**src/rtl/req_pending_collector_5ch_pkg.sv**
```systemverilog
// req_pending_collector_5ch_pkg: shared widths, FSM states and popcount helper
package req_pending_collector_5ch_pkg;
  localparam int N_CH = 5;
  localparam int IDX_W = 3;
  localparam int DROP_CNT_W = 8;
  typedef enum logic {IDLE, OFFER} state_t;
  function automatic logic [IDX_W-1:0] popcnt(input logic [N_CH-1:0] v);
    logic [IDX_W-1:0] c;
    c = '0;
    for (int i = 0; i < N_CH; i++) c = c + IDX_W'(v[i]);
    return c;
  endfunction
endpackage

```
**src/rtl/req_pending_collector_5ch_sat_counter.sv**
```systemverilog
// sat_counter: saturating up-counter with variable increment and sync clear
module sat_counter #(
  parameter int W = 8,
  parameter int INC_W = 3
) (
  input  logic             clk_i,
  input  logic             rst_n_i,
  input  logic             clear_i,
  input  logic [INC_W-1:0] inc_i,
  output logic [W-1:0]     cnt_o
);
  logic [W:0] sum;
  assign sum = {1'b0, cnt_o} + (W+1)'(inc_i);
  // clear beats increment; the carry bit pins the count at all-ones
  always_ff @(posedge clk_i or negedge rst_n_i)
    if (!rst_n_i) cnt_o <= '0;
    else cnt_o <= clear_i ? '0 : sum[W] ? '1 : sum[W-1:0];
endmodule

```
**src/rtl/req_pending_collector_5ch.sv**
```systemverilog
// req_pending_collector_5ch: sticky request collector feeding an external priority encoder
module req_pending_collector_5ch
  import req_pending_collector_5ch_pkg::*;
#(
  parameter int DROP_CNT_W = req_pending_collector_5ch_pkg::DROP_CNT_W
) (
  input  logic                  clk_i,
  input  logic                  rst_n_i,
  input  logic [N_CH-1:0]       req_pulse_i,
  output logic [N_CH-1:0]       pending_o,
  input  logic [IDX_W-1:0]      enc_idx_i,
  input  logic                  enc_valid_i,
  output logic                  grant_valid_o,
  output logic [IDX_W-1:0]      grant_idx_o,
  input  logic                  grant_ready_i,
  output logic [N_CH-1:0]       overflow_o,
  output logic [DROP_CNT_W-1:0] drop_cnt_o,
  input  logic                  clear_stats_i,
  output logic                  busy_o
);
  state_t state, state_nx;
  logic idx_ok, take, load;
  logic [N_CH-1:0] clr, coal;
  assign idx_ok = enc_valid_i && enc_idx_i < IDX_W'(N_CH) && |pending_o;
  assign take = state == IDLE || grant_ready_i;
  assign clr = load ? N_CH'(1) << enc_idx_i : '0;
  assign coal = req_pulse_i & pending_o & ~clr;
  assign grant_valid_o = state == OFFER;
  assign busy_o = |pending_o | grant_valid_o;
  // state register
  always_ff @(posedge clk_i or negedge rst_n_i)
    if (!rst_n_i) state <= IDLE;
    else state <= state_nx;
  // load a new index whenever the slot is free or being accepted this cycle
  always_comb begin
    load = take && idx_ok;
    state_nx = load ? OFFER : take ? IDLE : state;
  end
  // pending set wins over the served-bit clear; overflow tracks coalesced requests
  always_ff @(posedge clk_i or negedge rst_n_i)
    if (!rst_n_i) begin
      pending_o <= '0;
      grant_idx_o <= '0;
      overflow_o <= '0;
    end else begin
      pending_o <= (pending_o & ~clr) | req_pulse_i;
      grant_idx_o <= load ? enc_idx_i : grant_idx_o;
      overflow_o <= clear_stats_i ? '0 : overflow_o | coal;
    end
  sat_counter #(.W(DROP_CNT_W), .INC_W(IDX_W)) u_drop (
    .clk_i(clk_i),
    .rst_n_i(rst_n_i),
    .clear_i(clear_stats_i),
    .inc_i(popcnt(coal)),
    .cnt_o(drop_cnt_o)
  );
endmodule

```
**config.mk**
```make
export PLATFORM = sky130hd
export DESIGN_NAME = req_pending_collector_5ch
export DESIGN_NICKNAME = d
export VERILOG_FILES = /design/src/rtl/req_pending_collector_5ch_pkg.sv /design/src/rtl/req_pending_collector_5ch_sat_counter.sv /design/src/rtl/req_pending_collector_5ch.sv
export SDC_FILE = /design/constraint.sdc
export NUM_CORES = 1
export LEC_CHECK = 0
export BUFFER_PORTS_ARGS = -buffer_cell sky130_fd_sc_hd__buf_2
export CAP_MARGIN = 10
export CORE_UTILIZATION = 45
export DETAILED_ROUTE_END_ITERATION = 16
export HOLD_SLACK_MARGIN = 0.08
export PLACE_DENSITY = 0.74
export SLEW_MARGIN = 40
export SYNTH_ARGS = -nofsm -noshare
export SYNTH_HDL_FRONTEND = slang
export SYNTH_SLANG_ARGS = --single-unit
```
**constraint.sdc**
```tcl
create_clock -name clk_i -period 3.3 [get_ports clk_i]
set_clock_uncertainty 0.2 [all_clocks]
set_input_delay 0.33 -clock clk_i [delete_from_list [all_inputs] [get_ports clk_i]]
set_output_delay 0.33 -clock clk_i [all_outputs]
set_load 0.01 [all_outputs]
```
==> results of run 1 <==
==> per-layer routing <==
metal | global-route usage [%] | up-vias | wire length (um)
met2 | 38.4 | 37 | 1390
li1 | - | 505 | -
met4 | 15.4 | 0 | 123
met1 | 29.1 | 518 | 1370
met3 | 4.93 | 13 | 145
met5 | 0 | - | 0
==> state kept, by name, summed over array words and instances (netlist names) <==
name,flops
overflow_o,5
pending_o,5
u_drop.cnt_o,8
grant_idx_o,3
grant_valid_o,1
==> cell type report <==
| type | count | area [um2] |
|---|---|---|
| Sequential cell | 22 | 551 |
| Fill cell | 180 | 697 |
| Clock buffer | 4 | 36.3 |
| Tap cell | 28 | 35.0 |
| Timing Repair Buffer | 59 | 370 |
| Multi-Input combinational cell | 76 | 599 |
| Inverter | 8 | 30.0 |
==> cells by family after synthesis <==
group           count (synthesis)
simple gates                   36
fa+ha+maj                       7
compound gates                 30
xor+xnor                        3
buf+inv                        11
flops                          22
==> through the flow <==
step                hold slack, ns  cells  setup TNS (ns)
floorplan                   -0.166    109          -0.215
global placement             0.114    182          -0.232
detailed placement           0.127    182           -1.14
CTS                          0.136    195         -0.0691
global route                 0.142    197           -1.40
finish                       0.145    197          -0.272
==> placed cells by master (no fill, tap or decap), types with 2 or more instances in the layout <==
cell type      count
a2bb2oi_1          2
inv_1              8
nand2_1            3
fa_1               2
clkbuf_4           3
and2_1             2
a21o_1             3
ha_1               3
xnor2_1            3
dlygate4sd3_1      6
nor2b_1            3
buf_4             18
or3_1              2
nand4b_1           2
buf_2             35
nor2_1             9
nand2b_1           3
o21ai_0            3
dfrtp_1           22
a21oi_1           11
a31oi_1            2
a211oi_2           2
and3_1             2
==> critical path: cells and delay by family (launching register included) <==
family                     cells  cell delay (ns)
buffers and inverters          1             0.09
AOI/OAI and AO/OA              3             0.56
adders and majority gates      4             1.50
DFF                            1             0.40
and+or+nand+nor                4             0.52
==> power by group through the flow <==
stage | logic, W | registers, W | clock network, W
2_1_floorplan | 0.000156 | 0.000345 | 0
3_3_place_gp | 0.000273 | 0.000330 | 0
3_5_place_dp | 0.000293 | 0.000331 | 0
4_1_cts | 0.000323 | 0.000325 | 0.000157
5_1_grt | 0.000372 | 0.000330 | 0.000175
6_report | 0.000345 | 0.000325 | 0.000156
==> cells in the mapped netlist (2+ instances only) <==
cell type	n
fa_1	3
a2bb2oi_1	2
nand3_1	2
nand2_1	3
nand4b_1	2
a21oi_1	12
xnor2_1	3
o21ai_0	3
a31oi_1	2
ha_1	4
and2_1	2
a21o_1	3
a211oi_1	3
nor2b_1	4
nand2b_1	3
or3_1	2
nor2_1	9
and3_1	2
inv_1	8
dfrtp_1	22
==> what timing repair did <==
action / CTS / global route
endpoints found under the setup margin: 7 / 8
endpoints found under the hold margin: 28 / 0
pin swaps: 5 / 3
hold buffers: 6 / 0
gates cloned: 0 / 0
resized for setup: 4 / 4
buffers inserted: 3 / 2
==> path summary, 6_finish.rpt <==
path | startpoint | endpoint | slack, ns | depth (start not counted)
max | grant_valid_o | u_drop.cnt_o[4] | -0.09 | 12
min reg2reg | grant_idx_o[2] | grant_idx_o[2] | 0.31 | 1
max reg2reg | grant_valid_o | u_drop.cnt_o[4] | -0.09 | 12
min in group asynchronous | rst_n_i | overflow_o[0] | 0.29 | 2
max in group asynchronous | rst_n_i | u_drop.cnt_o[3] | 2.28 | 2
min | clear_stats_i | overflow_o[3] | 0.15 | 2
==> metrics.yaml, run 1 <==
run_status:
  status: "complete, but fails checks"
  violations: "setup timing"
detailed_routing:
  drt-pass1-iter-count: 4
  drtIter0Drc: 29
  drt_wl_total_um: 3030
  wire_per_inst_um: 15.4
  vias_per_cell: 5.45
  drtAntennaViolNets: 0
  route.detailed.drc: 0
  vias: 1073
clock_tree:
  cts_buffers: 3
  clkTransAtPathRegs_ns: 0.13
  worstSkewPairLatency_ns: 0.32
  cts_root_buf: "clkbuf_4"
  clock_sinks: 22
  cts.path.max_buffers: 2
  cts_tree: "done"
  ctsHtreeMaxLevel: 1
worst_setup_path:
  crit_arrival_ns: 3.40
  cp_cell_sequence: "nand2b_1 -> nand3b_1 -> o211ai_1 -> fa_1 -> inv_1 -> fa_1 -> ha_2 -> fa_2 -> a21oi_4 -> nor2b_2 -> nor2_1 -> a211oi_2"
  worst-path-max-fanout: 3
  cp.required_ns: 3.31
  slowest_stage: "fa_1"
  crit_top_cell: "fa_1"
  max_stage_delay_ns: 0.47
  path_class: "flop to flop"
  critPathCaptureType: "flop"
  startpoint_type: "flop"
power_and_ir_drop:
  p_sw_share_pct: 35.1
  intPower_w: 0.000536
  p_leak_nw: 0.763
  power_w: 0.000826
  power_density_nw_per_um2: 510
  p_sw_w: 0.000290
  ir_drop_uv: 327
  comb_power_share_pct: 41.8
  seq_power_share_pct: 39.4
  clkPwrFrac_pct: 18.8
placed_design:
  io_buffers: 35
  gp_congestion: 0.825
  pre_cts_slack_ns: -0.194
  hpwlAfterDp_um: 2150
  dpl_cell_area_um2: 1440
yosys:
  ys_ff_latch: 22
  synth-edff-count: 0
  netlist.area_leader.share_pct: 47.7
  synth_area_um2: 1150
  syn_inst: 109
  synthXorXnorAreaFrac_pct: 2.28
  synth_fa_ha_area_share_pct: 9.54
  ys_seq_area_share_pct: 47.7
  synth_cell_types: 35
  synthArstFlopShare_pct: 100
  yosys-top-cells-area: "dfrtp_1 (48%), a21oi_1 (5.2%), fa_1 (5.2%), ha_1 (4.3%), nor2_1 (2.9%)"
  syn_avg_cell_area_um2: 10.6
  synth_top_family_by_area: "simple AND/OR/NAND/NOR gates"
  synth_compound_gate_area_share_pct: 16.7
  syn_nets: 129
  synth_mux_area_share_pct: 0
  yosys.area_share.simple_pct: 18.1
  yosysWarnings: 0
  yosys.area.top_type: "dfrtp_1"
  ys.flop_type: "dfrtp_1"
sta:
  maxSlewViolCount: 0
  tightest_slew_ns: 0.496
  layout_min_cycle_time_ns: 3.39
  worst_slack_ns: -0.0944
  max_slew_margin_pct: 67.0
  hold_viol_final: 0
  max_freq_mhz: 295
  setup_viol: 6
  rsz0062_at_grt: "yes"
  fin_crit_sh_pct: 103
final_layout:
  layout.nets: 190
  final_util_pct: 69.9
  final_cell_area_um2: 1620
  area_delta_synth_final_pct: 40.6
  drive_gt1_share_pct: 41.4
  n_antenna_cell: 0
flow_run:
  maxCapViolations: 0
grt:
  grtUsageTotal_pct: 24.0
  grt_max_degree: 23
  first_global_vias: 1073
  overflow: 0
  grt_pass1_wl_um: 4700
  antenna_found_initial: 0
floorplanning:
  die_area_um2: 2770
  die_h_um: 52.6
  die_x_um: 52.6
  io_pins: 36
  initial_core_util_pct: 49.8
  design.core.area_um2: 2320
  rows: 17
worst_hold_path:
  hold_class: "input port to flop"
Power figures use the tool's default switching activity.
==> run 2: changes to the inputs <==
--- a/config.mk
+++ b/config.mk
@@ -7,10 +7,11 @@
 export LEC_CHECK = 0
 export BUFFER_PORTS_ARGS = -buffer_cell sky130_fd_sc_hd__buf_2
 export CAP_MARGIN = 10
-export CORE_UTILIZATION = 45
+export CORE_UTILIZATION = 44
 export DETAILED_ROUTE_END_ITERATION = 16
 export HOLD_SLACK_MARGIN = 0.08
-export PLACE_DENSITY = 0.74
+export PLACE_DENSITY = 0.73
+export SETUP_SLACK_MARGIN = 0.3
 export SLEW_MARGIN = 40
 export SYNTH_ARGS = -nofsm -noshare
 export SYNTH_HDL_FRONTEND = slang
==> run 2 against run 1 <==
Against the previous run: the run still ends with setup timing left; sequential power is essentially flat; count of clock-buffer cells in the layout did not move; global-route usage down 2.3 points; sequential cell count is the same; die area grew 2.2%; non-clock buffer count grew 3; combinational power up 7.2%; maximum frequency rose by 2.4%; cell count up 2.5%.
==> metrics.yaml, run 2 (same netlist as run 1, synthesis figures left out) <==
run_status:
  violations: "setup timing"
  status: "complete, but fails checks"
placed_design:
  dpl_cell_area_um2: 1460
  hpwlAfterDp_um: 1920
  io_buffers: 35
  gp_congestion: 0.814
grt:
  first_global_vias: 979
  grtUsageTotal_pct: 21.7
  grt_max_degree: 23
  antenna_found_initial: 0
  grt_pass1_wl_um: 4310
  overflow: 0
worst_setup_path:
  worst-path-max-fanout: 3
  cp.required_ns: 3.31
  path_class: "flop to flop"
  r2r_cells: 13
  timing.rr.end: "u_drop.cnt_o[7]"
  crit_arrival_ns: 3.32
  rrSetupSlack_ns: -0.02
  startpoint_type: "flop"
  reg2reg_from: "grant_valid_o"
  critPathCaptureType: "flop"
power_and_ir_drop:
  clkPwrFrac_pct: 18.0
  comb_power_share_pct: 43.4
  intPower_w: 0.000547
  seq_power_share_pct: 38.5
  power_density_nw_per_um2: 506
  ir_drop_uv: 447
  p_sw_w: 0.000304
  p_leak_nw: 0.794
  p_sw_share_pct: 35.7
worst_hold_path:
  min-delay-start: "clear_stats_i"
  holdPathStages: 2
  min_to: "u_drop.cnt_o[2]"
  hold_class: "input port to flop"
final_layout:
  layout.nets: 193
  final_util_pct: 67.9
  mostFrequentLayoutCells: "buf_2 (35), dfrtp_1 (22), buf_4 (21)"
  largest_reg_flops: 8
  final_cell_area_um2: 1680
  reg.largest.list: "u_drop.cnt_o: 8 flops, overflow_o: 5 flops, pending_o: 5 flops"
  drive_gt1_share_pct: 44.2
  num-fill-cells: 201
  n_antenna_cell: 0
  regMostFlops: "u_drop.cnt_o"
  area_delta_synth_final_pct: 45.8
  final_common_cell: "buf_2"
detailed_routing:
  wire_per_inst_um: 14.5
  drtIter0Drc: 8
  drt-pass1-iter-count: 4
  route.detailed.drc: 0
  drt_wl_total_um: 2920
  drtAntennaViolNets: 0
  vias: 1055
  vias_per_cell: 5.22
clock_tree:
  cts_buffers: 3
  cts_root_buf: "clkbuf_4"
  cts.path.max_buffers: 2
  ctsHtreeMaxLevel: 1
  clock_sinks: 22
  clkTransAtPathRegs_ns: 0.13
  cts_tree: "done"
  worstSkewPairLatency_ns: 0.31
floorplanning:
  initial_core_util_pct: 46.6
  die_area_um2: 2830
  die_h_um: 53.2
  rows: 18
  io_pins: 36
  die_x_um: 53.2
  design.core.area_um2: 2480
sta:
  layout_min_cycle_time_ns: 3.32
  setup-tns-final_ns: -0.0157
  max_slew_margin_pct: 66.2
  hold_viol_final: 0
  rsz0062_at_grt: "yes"
  worst_slack_ns: -0.0157
  setup_viol: 1
  holdWs_ns: 0.153
  tightest_slew_ns: 0.508
  max_freq_mhz: 302
  maxSlewViolCount: 0
  fin_crit_sh_pct: 100
flow_run:
  maxCapViolations: 0
run 2: cell count changes in the layout (fill, tap and decap cells not counted), sizes merged:
cell	before	now
buf	53	56
run 2: repair_timing:
action / in CTS / in global routing
hold endpoints to repair: 28 / 0
hold buffers: 6 / 0
pin swaps: 13 / 4
gates resized for setup: 9 / 6
endpoints found under the setup margin: 8 / 8
buffers inserted: 6 / 0
run 2: worst max-delay path, cell delays in order, from the launching register on:
cell and delay [ns]:
dfrtp_1 0.39, nand2b_1 0.08, buf_4 0.15, nand4b_1 0.11
nand3_2 0.12, fa_1 0.54, inv_2 0.04, fa_1 0.48
ha_2 0.19, buf_4 0.13, a211oi_4 0.07, nor3_4 0.27
a31oi_1 0.13, a311oi_1 0.32
run 2: per-stage QoR:
stage / instances / setup WS (ns) / power (W)
global route: 202 / -0.189 / 0.000895
floorplan: 109 / -0.0426 / 0.000501
detailed placement: 186 / -0.200 / 0.000599
global placement: 186 / -0.119 / 0.000591
CTS: 202 / -0.0104 / 0.000813
finish: 202 / -0.0157 / 0.000851
run 2: how the worst max path moves through the flow:
stage	startpoint	end	slack (ns)	cells after the start
6_report	grant_valid_o	u_drop.cnt_o[7]	-0.02	13
5_1_grt	grant_valid_o	u_drop.cnt_o[7]	-0.19	13
4_1_cts	grant_valid_o	u_drop.cnt_o[5]	-0.01	12
3_5_place_dp	grant_ready_i	u_drop.cnt_o[5]	-0.20	13
3_3_place_gp	grant_ready_i	u_drop.cnt_o[5]	-0.12	13
2_1_floorplan	grant_valid_o	u_drop.cnt_o[0]	-0.04	12
run 2: per-layer routing:
metal	wire, um	up-vias	GRT usage [%]
met3	102	4	3.45
met4	14	0	6.14
met1	1290	516	27.7
met5	0	-	0
li1	-	510	-
met2	1510	25	37.3
run 2: cell type report:
type | instances | area, um2 | share of cell area (%)
Timing Repair Buffer | 62 | 393 | 23.4
Inverter | 8 | 30.0 | 1.79
Tap cell | 30 | 37.5 | 2.23
Multi-Input combinational cell | 76 | 634 | 37.7
Clock buffer | 4 | 36.3 | 2.16
Sequential cell | 22 | 551 | 32.7
run 2: power groups by stage:
stage	Combinational (W)	Clock (W)	Sequential, W
finish	0.000370	0.000153	0.000328
floorplan	0.000156	0	0.000345
CTS	0.000335	0.000152	0.000326
detailed placement	0.000268	0	0.000331
global route	0.000399	0.000164	0.000331
global placement	0.000261	0	0.000330
==> run 3: changes to the inputs <==
--- a/config.mk
+++ b/config.mk
@@ -11,6 +11,7 @@
 export DETAILED_ROUTE_END_ITERATION = 16
 export HOLD_SLACK_MARGIN = 0.08
 export PLACE_DENSITY = 0.73
+export RECOVER_POWER = 100
 export SETUP_SLACK_MARGIN = 0.3
 export SLEW_MARGIN = 40
 export SYNTH_ARGS = -nofsm -noshare
==> run 3 against run 2 <==
Against the previous run: the flow still finishes with violations (setup timing); routed wire length down 0.68%; combinational power down 2%; non-clock buffer count unchanged; cell count unchanged; hold slack about the same; worst setup slack better by 0.0043 ns; largest power group unchanged; highest routed layer unchanged.
==> metrics.yaml, run 3 (same netlist as run 1, synthesis figures left out) <==
run_status:
  status: "complete, but fails checks"
  violations: "setup timing"
worst_setup_path:
  max_stage_delay_ns: 0.54
  cp_cell_sequence: "nand2b_1 -> buf_4 -> nand4b_1 -> nand3_2 -> fa_1 -> inv_2 -> fa_1 -> ha_2 -> buf_4 -> a211oi_4 -> nor3_4 -> a31oi_1 -> a311oi_1"
  crit_buf_inv: 3
  startpoint_type: "flop"
  critPathCaptureType: "flop"
  worst-path-max-fanout: 3
  slowest_stage: "fa_1"
  path_class: "flop to flop"
  cpLargestDelayFamily: "adder cells"
  cp.required_ns: 3.31
  crit_arrival_ns: 3.32
grt:
  antenna_found_initial: 0
  grt_pass1_wl_um: 4310
  first_global_vias: 979
  grtUsageTotal_pct: 21.7
  grt_max_degree: 23
  overflow: 0
floorplanning:
  rows: 18
  initial_core_util_pct: 46.6
  die_area_um2: 2830
  die_h_um: 53.2
  design.core.area_um2: 2480
  io_pins: 36
  die_x_um: 53.2
detailed_routing:
  route.detailed.drc: 0
  drt_wl_total_um: 2900
  drt-pass1-iter-count: 4
  wire_per_inst_um: 14.4
  vias_per_cell: 5.18
  vias: 1046
  drtIter0Drc: 8
  drtAntennaViolNets: 0
sta:
  maxSlewViolCount: 0
  layout_min_cycle_time_ns: 3.31
  holdWs_ns: 0.152
  rsz0062_at_grt: "yes"
  max_slew_margin_pct: 20.6
  worst_slack_ns: -0.0113
  setup_viol: 1
  tightest_slew_ns: 1.19
  setup-tns-final_ns: -0.0113
  fin_crit_sh_pct: 100
  hold_viol_final: 0
  max_freq_mhz: 302
placed_design:
  hpwlAfterDp_um: 1920
  pre_cts_slack_ns: -0.200
  io_buffers: 35
  gp_congestion: 0.814
  dp_cells: 186
power_and_ir_drop:
  intPower_w: 0.000541
  seq_power_share_pct: 38.8
  p_leak_nw: 0.760
  p_sw_share_pct: 35.9
  p_sw_w: 0.000303
  ir_drop_uv: 436
  power_density_nw_per_um2: 506
  power_w: 0.000844
  clkPwrFrac_pct: 18.1
  comb_power_share_pct: 43.0
final_layout:
  regMostFlops: "u_drop.cnt_o"
  mostFrequentLayoutCells: "buf_2 (25), dfrtp_1 (22), buf_4 (21)"
  n_antenna_cell: 0
  instances_no_fill: 202
  largest_reg_flops: 8
  final_common_cell: "buf_2"
  drive_gt1_share_pct: 38.4
  layout.nets: 193
  reg.largest.list: "u_drop.cnt_o: 8 flops, overflow_o: 5 flops, pending_o: 5 flops"
  area_delta_synth_final_pct: 44.7
clock_tree:
  ctsHtreeMaxLevel: 1
  clkTransAtPathRegs_ns: 0.13
  cts_tree: "done"
  cts_root_buf: "clkbuf_4"
  worstSkewPairLatency_ns: 0.31
  cts_buffers: 3
  clock_sinks: 22
  cts.path.max_buffers: 2
worst_hold_path:
  hold_class: "input port to flop"
flow_run:
  maxCapViolations: 0
## run 3: repair_timing
item	in CTS	in global routing
setup buffers	6	0
gates cloned	0	0
resized for setup	9	6
endpoints found under the hold margin	28	0
pin swaps	13	4
hold buffers	6	0
endpoints found under the setup margin	8	8
## run 3: final cells by class
class / count / area, um2
inverters: 8 / 30.0
fillers: 208 / 808
flip-flops and latches: 22 / 551
multi-input cells: 76 / 634
well taps: 30 / 37.5
repair buffers: 62 / 380
clock buffers: 4 / 36.3
## run 3: path summary, 6_finish.rpt
kind	cells after the start	start	slack, ns	end
setup reg to reg	13	grant_valid_o	-0.01	u_drop.cnt_o[7]
hold reg to reg	1	grant_idx_o[2]	0.32	grant_idx_o[2]
hold / removal	2	clear_stats_i	0.15	u_drop.cnt_o[2]
setup / recovery	13	grant_valid_o	-0.01	u_drop.cnt_o[7]
min in group asynchronous	2	rst_n_i	0.57	pending_o[3]
max in group asynchronous	2	rst_n_i	1.63	pending_o[0]
## run 3: per-stage QoR
step / utilization, % / cell area, um2
after floorplan: - / 1170
after global placement: 58.9 / 1460
after detailed placement: 58.9 / 1460
after CTS: 66.8 / 1650
after global routing: 67.4 / 1670
final: 67.4 / 1670
## run 3: power groups by stage
stage	Clock (W)	Combinational (W)	Sequential, W
finish	0.000153	0.000363	0.000328
global route	0.000164	0.000395	0.000332
CTS	0.000152	0.000335	0.000326
detailed placement	0	0.000268	0.000331
global placement	0	0.000261	0.000330
floorplan	0	0.000156	0.000345
## run 3: metal layers
metal	up-vias	global-route usage, %	routed length (um)	part of all wire, %
li1	510	-	-	-
met1	505	27.7	1270	44
met2	27	37.3	1500	52
met3	4	3.45	111	3.8
met4	0	6.14	17	0.59
met5	-	0	0	0
